===== config.mk =====
export PLATFORM = sky130hd
export DESIGN_NAME = intr_ctrl
export DESIGN_NICKNAME = d
export VERILOG_FILES = /design/src/rtl/intr_ctrl.sv
export SDC_FILE = /design/constraint.sdc
export NUM_CORES = 1
export LEC_CHECK = 0
export ABC_AREA = 1
export CAP_MARGIN = 15
export CORE_MARGIN = 2
export CORE_UTILIZATION = 35
export CTS_CLUSTER_DIAMETER = 40
export DETAILED_ROUTE_END_ITERATION = 12
export PLACE_DENSITY = 0.58
export REMOVE_ABC_BUFFERS = 1
export SYNTH_ARGS = -nofsm -noshare
export SYNTH_HDL_FRONTEND = slang
export SYNTH_SLANG_ARGS = --single-unit

===== constraint.sdc =====
create_clock -name clock -period 3 [get_ports clock]
set_clock_uncertainty 0.2 [all_clocks]
set_input_delay 0.6 -clock clock [delete_from_list [all_inputs] [get_ports clock]]
set_output_delay 0.6 -clock clock [all_outputs]
set_load 0.05 [all_outputs]

===== src/rtl/intr_ctrl.sv =====
// Interrupt controller: edge-latched requests, fixed-priority arbitration,
// PC redirect to a fixed vector and register-bank select for the service routine.
module intr_ctrl #(
    parameter int unsigned N_SRC  = 4,
    parameter logic [7:0]  VECTOR = 8'h04
) (
    input  logic             clock,
    input  logic             reset_n,
    input  logic [N_SRC-1:0] irq,
    input  logic             mask_we,
    input  logic [N_SRC-1:0] mask_wdata,
    input  logic             gie_we,
    input  logic             gie_wdata,
    input  logic [7:0]       pc,
    input  logic             instr_boundary,
    input  logic             reti,
    output logic             intr_en,
    output logic             pc_load,
    output logic [7:0]       pc_target,
    output logic [1:0]       cause,
    output logic [N_SRC-1:0] pending
);

    localparam int unsigned PC_W    = 8;
    localparam int unsigned CAUSE_W = 2;

    typedef enum logic [1:0] {
        IDLE    = 2'd0,
        ENTER   = 2'd1,
        SERVICE = 2'd2,
        EXIT    = 2'd3
    } state_e;

    state_e             state_q, state_d;
    logic               intr_en_q, intr_en_d;
    logic               pc_load_q, pc_load_d;
    logic [PC_W-1:0]    pc_target_q, pc_target_d;
    logic [CAUSE_W-1:0] cause_q, cause_d;
    logic [N_SRC-1:0]   pending_q, pending_d;
    logic [N_SRC-1:0]   mask_q, mask_d;
    logic               gie_q, gie_d;
    logic [PC_W-1:0]    epc_q, epc_d;
    logic [N_SRC-1:0]   irq_q, irq_d;

    logic [N_SRC-1:0]   req_c;
    logic [N_SRC-1:0]   clr_c;
    logic [CAUSE_W-1:0] winner_c;
    logic               take_c;

    // Lowest enabled pending index wins; scanning downward leaves the lowest last.
    always_comb begin
        req_c    = pending_q & mask_q;
        winner_c = '0;
        for (int i = int'(N_SRC) - 1; i >= 0; i--) begin
            if (req_c[i]) begin
                winner_c = CAUSE_W'(i);
            end
        end
        take_c = (state_q == IDLE) & gie_q & instr_boundary & (|req_c);
        clr_c  = '0;
        for (int i = 0; i < int'(N_SRC); i++) begin
            clr_c[i] = take_c & (winner_c == CAUSE_W'(i));
        end
    end

    // Next-state and registered outputs; a new edge beats the take-clear.
    always_comb begin
        state_d     = state_q;
        intr_en_d   = intr_en_q;
        pc_load_d   = 1'b0;
        pc_target_d = pc_target_q;
        cause_d     = cause_q;
        epc_d       = epc_q;
        irq_d       = irq;
        pending_d   = (pending_q & ~clr_c) | (irq & ~irq_q);
        mask_d      = mask_we ? mask_wdata : mask_q;
        gie_d       = gie_we ? gie_wdata : gie_q;

        case (state_q)
            IDLE: begin
                intr_en_d = 1'b0;
                if (take_c) begin
                    state_d     = ENTER;
                    epc_d       = pc;
                    cause_d     = winner_c;
                    pc_load_d   = 1'b1;
                    pc_target_d = VECTOR;
                    intr_en_d   = 1'b1;
                end
            end
            ENTER: begin
                state_d   = SERVICE;
                intr_en_d = 1'b1;
            end
            SERVICE: begin
                intr_en_d = 1'b1;
                if (reti) begin
                    state_d     = EXIT;
                    pc_load_d   = 1'b1;
                    pc_target_d = epc_q;
                end
            end
            EXIT: begin
                state_d   = IDLE;
                intr_en_d = 1'b0;
            end
            default: begin
                state_d   = IDLE;
                intr_en_d = 1'b0;
            end
        endcase
    end

    always_ff @(posedge clock or negedge reset_n) begin
        if (!reset_n) begin
            state_q     <= IDLE;
            intr_en_q   <= 1'b0;
            pc_load_q   <= 1'b0;
            pc_target_q <= '0;
            cause_q     <= '0;
            pending_q   <= '0;
            mask_q      <= '0;
            gie_q       <= 1'b0;
            epc_q       <= '0;
            irq_q       <= '0;
        end else begin
            state_q     <= state_d;
            intr_en_q   <= intr_en_d;
            pc_load_q   <= pc_load_d;
            pc_target_q <= pc_target_d;
            cause_q     <= cause_d;
            pending_q   <= pending_d;
            mask_q      <= mask_d;
            gie_q       <= gie_d;
            epc_q       <= epc_d;
            irq_q       <= irq_d;
        end
    end

    assign intr_en   = intr_en_q;
    assign pc_load   = pc_load_q;
    assign pc_target = pc_target_q;
    assign cause     = cause_q;
    assign pending   = pending_q;

endmodule

==> run_results.csv <==
group,metric,value,unit
status,outcome,"complete, no violations",
drt,viasPerCell,4.43,
drt,drt_iter0_drc,56,
synth,ys_seq_area_share,59.4,%
grt,grt_pass1_vias,999,
sta,setup_tns,0,ns
clock_tree,cts_buffers,5,
power,intPower,0.00123,W
final_layout,num-fill-cells,383,
setup_path,cp_cell_sequence,"clkdlybuf4s50_1",
job,drv_cap,0,
setup_path,max_stage_delay,0.83,ns
synth,yosys_register_bits,35,
drt,wl_per_cell,11.5,um
grt,grt_max_degree,36,
clock_tree,path_clk_slew,0.07,ns
min_path,hold_path_class,"reg2reg",
sta,setup_viol,0,
drt,firstDrtPassIters,4,
setup_path,critPathBufInv,1,
clock_tree,htreeDepth,2,
sta,fin_crit,2.32,ns
synth,yosysUniqueCellTypes,21,
synth,synthArstFlopShare,100,%
clock_tree,cts.sinks,35,
synth,synth_warnings,0,
final_layout,area_growth,37.1,%
power,power_switching,0.000881,W
floorplan,num_rows,23,
final_layout,diodes,0,
power,peakVddDrop,0.316,mV
power,p_leak,0.998,nW
synth,synth_top_family_by_area,"simple AND/OR/NAND/NOR gates",
sta,hold_violations,0,
setup_path,startpoint_type,"register",
sta,final.period_utilization,77.4,%
grt,grtUsageTotal,13.7,%
power,power_density,1040,nW/um2
synth,post_synth.cell_area_avg,9.63,um2
sta,worst-slew-pin-transition,0.509,ns
final_layout,seq_area,876,um2
placement,globalplace.congestion,0.779,
clock_tree,clk_latency,0.28,ns
drt,ant_nets,0,
final_layout,drive_above_1_share,12.7,%
setup_path,crit_fanout,3,
power,switching_share,41.8,%
sta,max_slew_margin,66.0,%
setup_path,endpoint_kind,"output pin",
clock_tree,cts_tree,"done",
synth,synth-main-ff-cell,"dfrtp_1",
grt,antenna_found_initial,0,
placement,dpl.hpwl,2130,um
final_layout,fin_nets,222,
synth,syn_area,1470,um2
clock_tree,cts.root.buffer_cell,"clkbuf_8",
drt,post-route-drc-count,0,
sta,drv_slew,0,
synth,synth_fa_ha_area_share,2.55,%
synth,syn_inst,153,
synth,muxShareOfSynthArea,3.06,%
synth,synth_xor_area_share,0,%
clock_tree,ctsHoldBuffers,0,
floorplan,die-area,4750,um2
floorplan,dieHeight,68.9,um
sta,clock.fmax,0.431,GHz
setup_path,crit_type,"reg2out",
sta,rsz0062_at_grt,"no",
drt,drt-total-wl,2850,um
placement,io_buffers,38,
floorplan,coreArea,4030,um2
floorplan,io_pins,39,
synth,yosys.area_share.simple,25.7,%
grt,grt_pass1_wl,4650,um
setup_path,slowest_stage,"clkdlybuf4s50_1",
clock_tree,clockBufferDepth,2,
drt,num_vias,1094,
floorplan,initial_utilization,36.6,%
floorplan,dieWidth,68.9,um
setup_path,cp_data_required_time,2.20,ns
power,power_frac_seq,34.3,%
final_layout,final_util,50.2,%
setup_path,arrival,1.52,ns
clock_tree,post_cts_resized,0,
setup_path,r2r_setup_slack,1.03,ns
clock_tree,postCtsSetupRepairBufs,0,
grt,overflow,0,
synth,synth_compound_area_share,4.24,%
final_layout,multi_input_area,524,um2
setup_path,critPathTopFamily,"buffers and inverters",
power,clock_power_share,20.6,%
power,pwr-share-comb,45.0,%
synth,synth_edf_count,0,
[logic make-up after synthesis]
group                    Yosys count
buffers and inverters             17
AO/OA/AOI/OAI                      9
flip-flops                        35
adder cells (fa/ha/maj)            3
AND/OR/NAND/NOR                   85
multiplexers                       4
[cell usage in the layout (no fill, tap or decap)]
| master | instances |
|---|---|
| nand2_8 | 1 |
| dfrtp_1 | 35 |
| a21boi_1 | 1 |
| o21ai_1 | 3 |
| buf_4 | 1 |
| nand2_2 | 6 |
| nand4_1 | 1 |
| clkdlybuf4s50_1 | 38 |
| nand3_2 | 1 |
| bufinv_16 | 1 |
| nand3_1 | 12 |
| clkinv_1 | 1 |
| mux2_2 | 4 |
| o21ai_2 | 1 |
| clkbuf_8 | 6 |
| nand2_1 | 61 |
| inv_1 | 12 |
| clkinv_2 | 1 |
| or2_4 | 1 |
| o21ai_4 | 1 |
| o21ai_0 | 3 |
| inv_2 | 1 |
| nor2_1 | 2 |
| ha_1 | 3 |
[routing by layer]
metal	track usage (%)	vias up	share of wire (%)
li1	-	560	-
met1	16.9	498	43
met2	21.6	31	48
met3	4.22	5	6.9
met4	7.35	0	1.5
met5	0	-	0
[flip-flops by register name, summed over array words and instances, names as in the netlist]
signal     cells
cause          2
epc_q          8
pc_load        1
mask_q         4
state_q        2
pending        4
irq_q          4
gie_q          1
intr_en        1
pc_target      8
[final cells by class]
| cell class | instances | area share (%) |
|---|---|---|
| flip-flops and latches | 35 | 43.3 |
| multi-input cells | 101 | 25.9 |
| repair buffers | 39 | 19.2 |
| clock buffers | 6 | 4.09 |
| well taps | 50 | 3.10 |
| inverters | 14 | 2.60 |
| clock inverters | 2 | 1.73 |
[synth_stat cells, types with 2 or more instances]
master | count | share of area, %
dfrtp_1 | 35 | 59
mux2_2 | 4 | 3.1
o21ai_1 | 3 | 1.0
o21ai_0 | 3 | 1.0
nor2_1 | 2 | 0.51
ha_1 | 3 | 2.5
nand2_2 | 6 | 2.5
nand3_1 | 12 | 4.1
buf_2 | 2 | 0.68
inv_1 | 12 | 3.1
nand2_1 | 61 | 16
[final timing paths]
path / start / endpoint / cells after the start
min reg2reg: irq_q[3] / pending[3] / 1
max reg2reg: state_q[0] / pc_target[1] / 9
max in group asynchronous: reset_n / pc_target[3] / 2
max: pending[1] / pending[1] / 1
min: irq_q[3] / pending[3] / 1
min in group asynchronous: reset_n / pc_load / 2
[per-stage QoR]
| stage | total power (W) | cell area [um2] | hold slack [ns] | cells | setup slack (ns) |
|---|---|---|---|---|---|
| floorplan | 0.00138 | 1450 | 0.104 | 150 | 1.14 |
| global placement | 0.00167 | 1900 | 0.201 | 239 | 0.719 |
| detailed placement | 0.00169 | 1900 | 0.210 | 239 | 0.670 |
| CTS | 0.00213 | 2020 | 0.219 | 247 | 0.665 |
| global route | 0.00224 | 2020 | 0.239 | 247 | 0.630 |
| finish | 0.00211 | 2020 | 0.216 | 247 | 0.679 |
[power groups by stage]
stage	Clock [W]	Sequential (W)	Combinational, W
after floorplan	0	0.00102	0.000361
after global placement	0	0.000728	0.000945
after detailed placement	0	0.000734	0.000958
after CTS	0.000447	0.000726	0.000961
after global routing	0.000466	0.000742	0.00104
final	0.000435	0.000725	0.000950
No activity file was read; power rests on OpenSTA's default activity.
